**src/rtl/rv32i_types.sv**
```systemverilog
// Shared RV32I core type definitions; arbiter FSM state and grant owner
// live here alongside the pipeline control types.
package rv32i_types;

  typedef enum logic [1:0] {
    ARB_IDLE    = 2'd0,
    ARB_SERVE_I = 2'd1,
    ARB_SERVE_D = 2'd2
  } arb_state_t;

  typedef enum logic {
    GRANT_I = 1'b0,
    GRANT_D = 1'b1
  } arb_grant_t;

endpackage

```
**src/rtl/sat_counter.sv**
```systemverilog
// Saturating up-counter with synchronous clear; clear beats increment.
// Reusable for any performance event counter.
module sat_counter #(
  parameter int W = 32
) (
  input  logic         clk,
  input  logic         rst_n,
  input  logic         inc,
  input  logic         clr,
  output logic [W-1:0] count
);

  localparam logic [W-1:0] ONE = {{(W-1){1'b0}}, 1'b1};

  always_ff @(posedge clk or negedge rst_n) begin
    if (!rst_n) begin
      count <= '0;
    end else if (clr) begin
      count <= '0;
    end else if (inc && (count != '1)) begin
      count <= count + ONE;
    end
  end

endmodule

```
**src/rtl/cache_arbiter.sv**
```systemverilog
// Shares the single memory port between the I-cache and D-cache miss paths,
// round-robin on ties, with a saturating contention counter.
module cache_arbiter
  import rv32i_types::*;
#(
  parameter int ADDR_W = 32,
  parameter int LINE_W = 256,
  parameter int CNT_W  = 32
) (
  input  logic              clk,
  input  logic              rst_n,
  input  logic [ADDR_W-1:0] i_addr,
  input  logic              i_read,
  output logic [LINE_W-1:0] i_rdata,
  output logic              i_resp,
  input  logic [ADDR_W-1:0] d_addr,
  input  logic              d_read,
  input  logic              d_write,
  input  logic [LINE_W-1:0] d_wdata,
  output logic [LINE_W-1:0] d_rdata,
  output logic              d_resp,
  output logic [ADDR_W-1:0] m_addr,
  output logic              m_read,
  output logic              m_write,
  output logic [LINE_W-1:0] m_wdata,
  input  logic [LINE_W-1:0] m_rdata,
  input  logic              m_resp,
  input  logic              perf_clr,
  output logic [CNT_W-1:0]  contention_cnt
);

  arb_state_t state, next_state;
  arb_grant_t last_grant, grant_sel;
  logic       grant_valid;
  logic       op_write;
  logic       i_req, d_req;
  logic       contend;

  assign i_req = i_read;
  assign d_req = d_read | d_write;

  // Consumers qualify rdata with their own resp, so both sides see m_rdata.
  assign i_rdata = m_rdata;
  assign d_rdata = m_rdata;

  always_comb begin
    next_state  = state;
    grant_valid = 1'b0;
    grant_sel   = last_grant;
    m_read      = 1'b0;
    m_write     = 1'b0;
    i_resp      = 1'b0;
    d_resp      = 1'b0;
    contend     = 1'b0;
    case (state)
      ARB_IDLE: begin
        contend = i_req && d_req;
        if (i_req && d_req) begin
          grant_valid = 1'b1;
          grant_sel   = (last_grant == GRANT_D) ? GRANT_I : GRANT_D;
        end else if (i_req) begin
          grant_valid = 1'b1;
          grant_sel   = GRANT_I;
        end else if (d_req) begin
          grant_valid = 1'b1;
          grant_sel   = GRANT_D;
        end
        if (grant_valid) begin
          next_state = (grant_sel == GRANT_I) ? ARB_SERVE_I : ARB_SERVE_D;
        end
      end
      ARB_SERVE_I: begin
        contend = d_req;
        m_read  = 1'b1;
        i_resp  = m_resp;
        if (m_resp) begin
          next_state = ARB_IDLE;
        end
      end
      ARB_SERVE_D: begin
        contend = i_req;
        m_read  = ~op_write;
        m_write = op_write;
        d_resp  = m_resp;
        if (m_resp) begin
          next_state = ARB_IDLE;
        end
      end
      default: begin
        next_state = ARB_IDLE;
      end
    endcase
  end

  // Address, write data and op are captured only at the grant edge so the
  // memory side never sees requester inputs change mid-transaction.
  always_ff @(posedge clk or negedge rst_n) begin
    if (!rst_n) begin
      state      <= ARB_IDLE;
      last_grant <= GRANT_D;
      op_write   <= 1'b0;
      m_addr     <= '0;
      m_wdata    <= '0;
    end else begin
      state <= next_state;
      if (grant_valid) begin
        last_grant <= grant_sel;
        if (grant_sel == GRANT_I) begin
          m_addr   <= i_addr;
          op_write <= 1'b0;
        end else begin
          m_addr   <= d_addr;
          m_wdata  <= d_wdata;
          op_write <= d_write;
        end
      end
    end
  end

  sat_counter #(
    .W(CNT_W)
  ) u_contention (
    .clk  (clk),
    .rst_n(rst_n),
    .inc  (contend),
    .clr  (perf_clr),
    .count(contention_cnt)
  );

endmodule

```
**config.mk**
```make
export PLATFORM = sky130hd
export DESIGN_NAME = cache_arbiter
export DESIGN_NICKNAME = d
export VERILOG_FILES = /design/src/rtl/rv32i_types.sv /design/src/rtl/sat_counter.sv /design/src/rtl/cache_arbiter.sv
export SDC_FILE = /design/constraint.sdc
export NUM_CORES = 1
export LEC_CHECK = 0
export BUFFER_PORTS_ARGS = -buffer_cell sky130_fd_sc_hd__buf_4
export CAP_MARGIN = 20
export CORE_AREA = 5 5 549 551
export CTS_BUF_LIST = sky130_fd_sc_hd__clkbuf_8 sky130_fd_sc_hd__clkbuf_16
export DETAILED_ROUTE_END_ITERATION = 7
export DIE_AREA = 0 0 554 556
export PLACE_DENSITY = 0.31
export SYNTH_ARGS = -nofsm -noshare
export SYNTH_HDL_FRONTEND = slang
export SYNTH_SLANG_ARGS = --single-unit
export TNS_END_PERCENT = 5
```
**constraint.sdc**
```tcl
create_clock -name clk -period 6.9 [get_ports clk]
set_input_delay 0.69 -clock clk [delete_from_list [all_inputs] [get_ports clk]]
set_output_delay 0.69 -clock clk [all_outputs]
set_load 0.005 [all_outputs]
```
==> flow_summary.toml <==
[outcome]
outcome = "complete, no violations"

[die]
die_w_um = 554
die_h_um = 556
dieArea_mm2 = 0.308
start_util_pct = 5.67
rows = 200
io_pins = 1419
core-area_mm2 = 0.296

[logic_synthesis]
synthArstFlopShare_pct = 100
yosysMostFrequentCell = "buf_4"
ys_types = 46
seq_area_frac_synth_pct = 48.3
synthCells = 1417
yosysWarnings = 0
ys.flop_type = "dfrtp_1"
synth_edf_count = 0
synth_top_area_cell = "dfrtp_1"
avgSynthCellArea_um2 = 11.8
ys_ff_latch = 324
syn_area_mm2 = 0.0168
synth_common_cells = "buf_4 (512), dfrtp_1 (323), mux2_2 (257)"
yosysTopAreaCellShare_pct = 48.2
synth.area.top_cells = "dfrtp_1 (48%), buf_4 (23%), mux2_2 (17%)"
syn_nets = 2005

[setup_path]
cp-start-kind = "flip-flop"
crit_type = "reg -> reg"
cp_slowest_stage_delay_ns = 0.44
crit_fanout = 111
worstPathCellList = "inv_1, ha_1, nand2_1, a21oi_4, buf_12, buf_4, mux2_2"
cp-end-kind = "flip-flop"
cp_slowest_cell = "buf_4"
worstPathArrival_ns = 3.56
worstPathRequired_ns = 7.46

[cts]
path_clk_slew_ns = 0.06
clock_latency_ns = 0.70
ctsResizeCount = 0
cts.path.max_buffers = 3
cts_made_buffers = 52
clock_tree.root_cell = "clkbuf_16"
cts_tree = "yes"
clock-sinks = 324
h-tree-depth = 2

[global_route]
grt_max_degree = 126
grt_use_total_pct = 9.65
grt_first_pass_wirelength_um = 185000
grt_pass1_vias = 12800
antenna_found_initial = 39
gr-total-overflow = 0

[drt]
avgRoutedWirePerCell_um = 27.9
wirelength_um = 155000
viasPerCell = 2.05
drtIter0Drc = 480
drtAntennaViolNets = 0
drc = 0
firstDrtPassIters = 6
vias = 11400

[timing]
relSlewSlack_pct = 19.4
min_period_over_period_pct = 43.5
timing.fmax_ghz = 0.333
rsz0062_at_grt = "no"
maxSlewViolCount = 0
postLayoutSetupSlackWorst_ns = 3.90
tns_ns = 0
hold_viol = 0
min_period_ns = 3.00
setup_violations = 0
worst_pin_slew_ns = 1.21
whs_ns = 0.216
finalClockSkew_ns = 0.0429

[placement]
gp_congestion = 0.813
port_buffers = 650
dp_worst_setup_slack_ns = 3.70
dp_hpwl_um = 137000
dp_cells = 5457

[pwr]
power_density_mw_per_mm2 = 444
max-vdd-ir-drop_mv = 0.265
leakage_nw = 9.58

[finish]
postLayoutCoreUtil_pct = 8.30
layout-drive-gt1-share_pct = 63.1
nets = 2162
layoutNonFillerInstCount = 5558
area_growth_pct = 46.3

[hold_path]
hp-class = "in -> reg"

[job]
cap_violations = 0
layout make-up:
class	count	area, µm²
fillers	34400	271000
flip-flops and latches	324	8110
repair buffers	661	5020
well taps	3939	4930
multi-input cells	525	4630
clock buffers	66	1510
clock inverters	30	302
inverters	10	37.5
diodes	3	7.51
worst max-delay path: cells and delay by family (launching register included):
family | cells | cell delay [ns]
AOI/OAI and AO/OA | 1 | 0.38
adders and majority gates | 1 | 0.32
buffers and inverters | 3 | 0.87
DFF | 1 | 0.43
muxes | 1 | 0.38
and+or+nand+nor | 1 | 0.20
power breakdown:
part	total (mW)	internal (mW)	leakage, nW	switching (mW)
Clock	2.84	1.69	0.917	1.15
Combinational	4.66	2.31	4.78	2.35
Sequential	3.40	2.81	3.88	0.595
layout by cell type, fill, tap and decap left out, types with 3 or more instances in the layout:
cell / count
buf_4: 655
nand2_1: 45
and2_1: 3
mux2_2: 257
nor2_1: 18
or4_1: 14
or2_2: 3
o21ai_0: 41
clkinvlp_4: 3
clkinv_2: 8
inv_1: 17
mux2i_1: 33
dfrtp_1: 323
nor2b_1: 3
clkinv_4: 4
or3_1: 10
clkbuf_16: 53
ha_1: 5
nand4_1: 7
and4_1: 3
a21oi_1: 26
diode_2: 3
clkbuf_8: 13
xnor2_1: 3
bufinv_16: 4
buf_12: 4
o31ai_1: 14
nand3_1: 12
state kept, by name, summed over array words and instances (netlist names):
name	count
last_grant	1
m_addr	32
m_wdata	256
op_write	1
state	2
u_contention.count	32
repair_timing:
item                                   CTS  global route
endpoints found under the hold margin   50             0
buffers inserted                         0             0
hold buffers                             1             0
worst paths after layout:
| path | startpoint | to | slack (ns) | depth (start not counted) |
|---|---|---|---|---|
| worst max-delay path | state[1] | m_wdata[75] | 3.90 | 7 |
| worst min-delay path | d_wdata[157] | m_wdata[157] | 0.22 | 2 |
| worst max register to register | state[1] | m_wdata[75] | 3.90 | 7 |
| worst min register to register | m_addr[19] | m_addr[19] | 0.48 | 2 |
| max in group asynchronous | rst_n | m_wdata[122] | 4.94 | 3 |
| min in group asynchronous | rst_n | m_wdata[108] | 0.54 | 2 |
kinds of logic after synthesis:
| group | count (synthesis) | synth area share [%] |
|---|---|---|
| simple gates | 128 | 4.08 |
| xor+xnor | 4 | 0.209 |
| fa+ha+maj | 5 | 0.373 |
| buf+inv | 568 | 24.2 |
| flops | 324 | 48.3 |
| mux | 291 | 19.3 |
| compound gates | 97 | 3.47 |
through the flow:
step                      area, µm²  power, mW
final                         24500       10.9
after global routing          24500       11.8
after CTS                     24500       11.4
after detailed placement      22700       8.39
after global placement        22700       8.37
after floorplan               16800       5.26
per-layer routing:
layer	global-route usage (%)	share of wire [%]
met5	0	0.0084
met4	3.49	4.0
met3	11.0	24
met2	17.6	51
met1	5.60	20
Power figures use the tool's default switching activity.
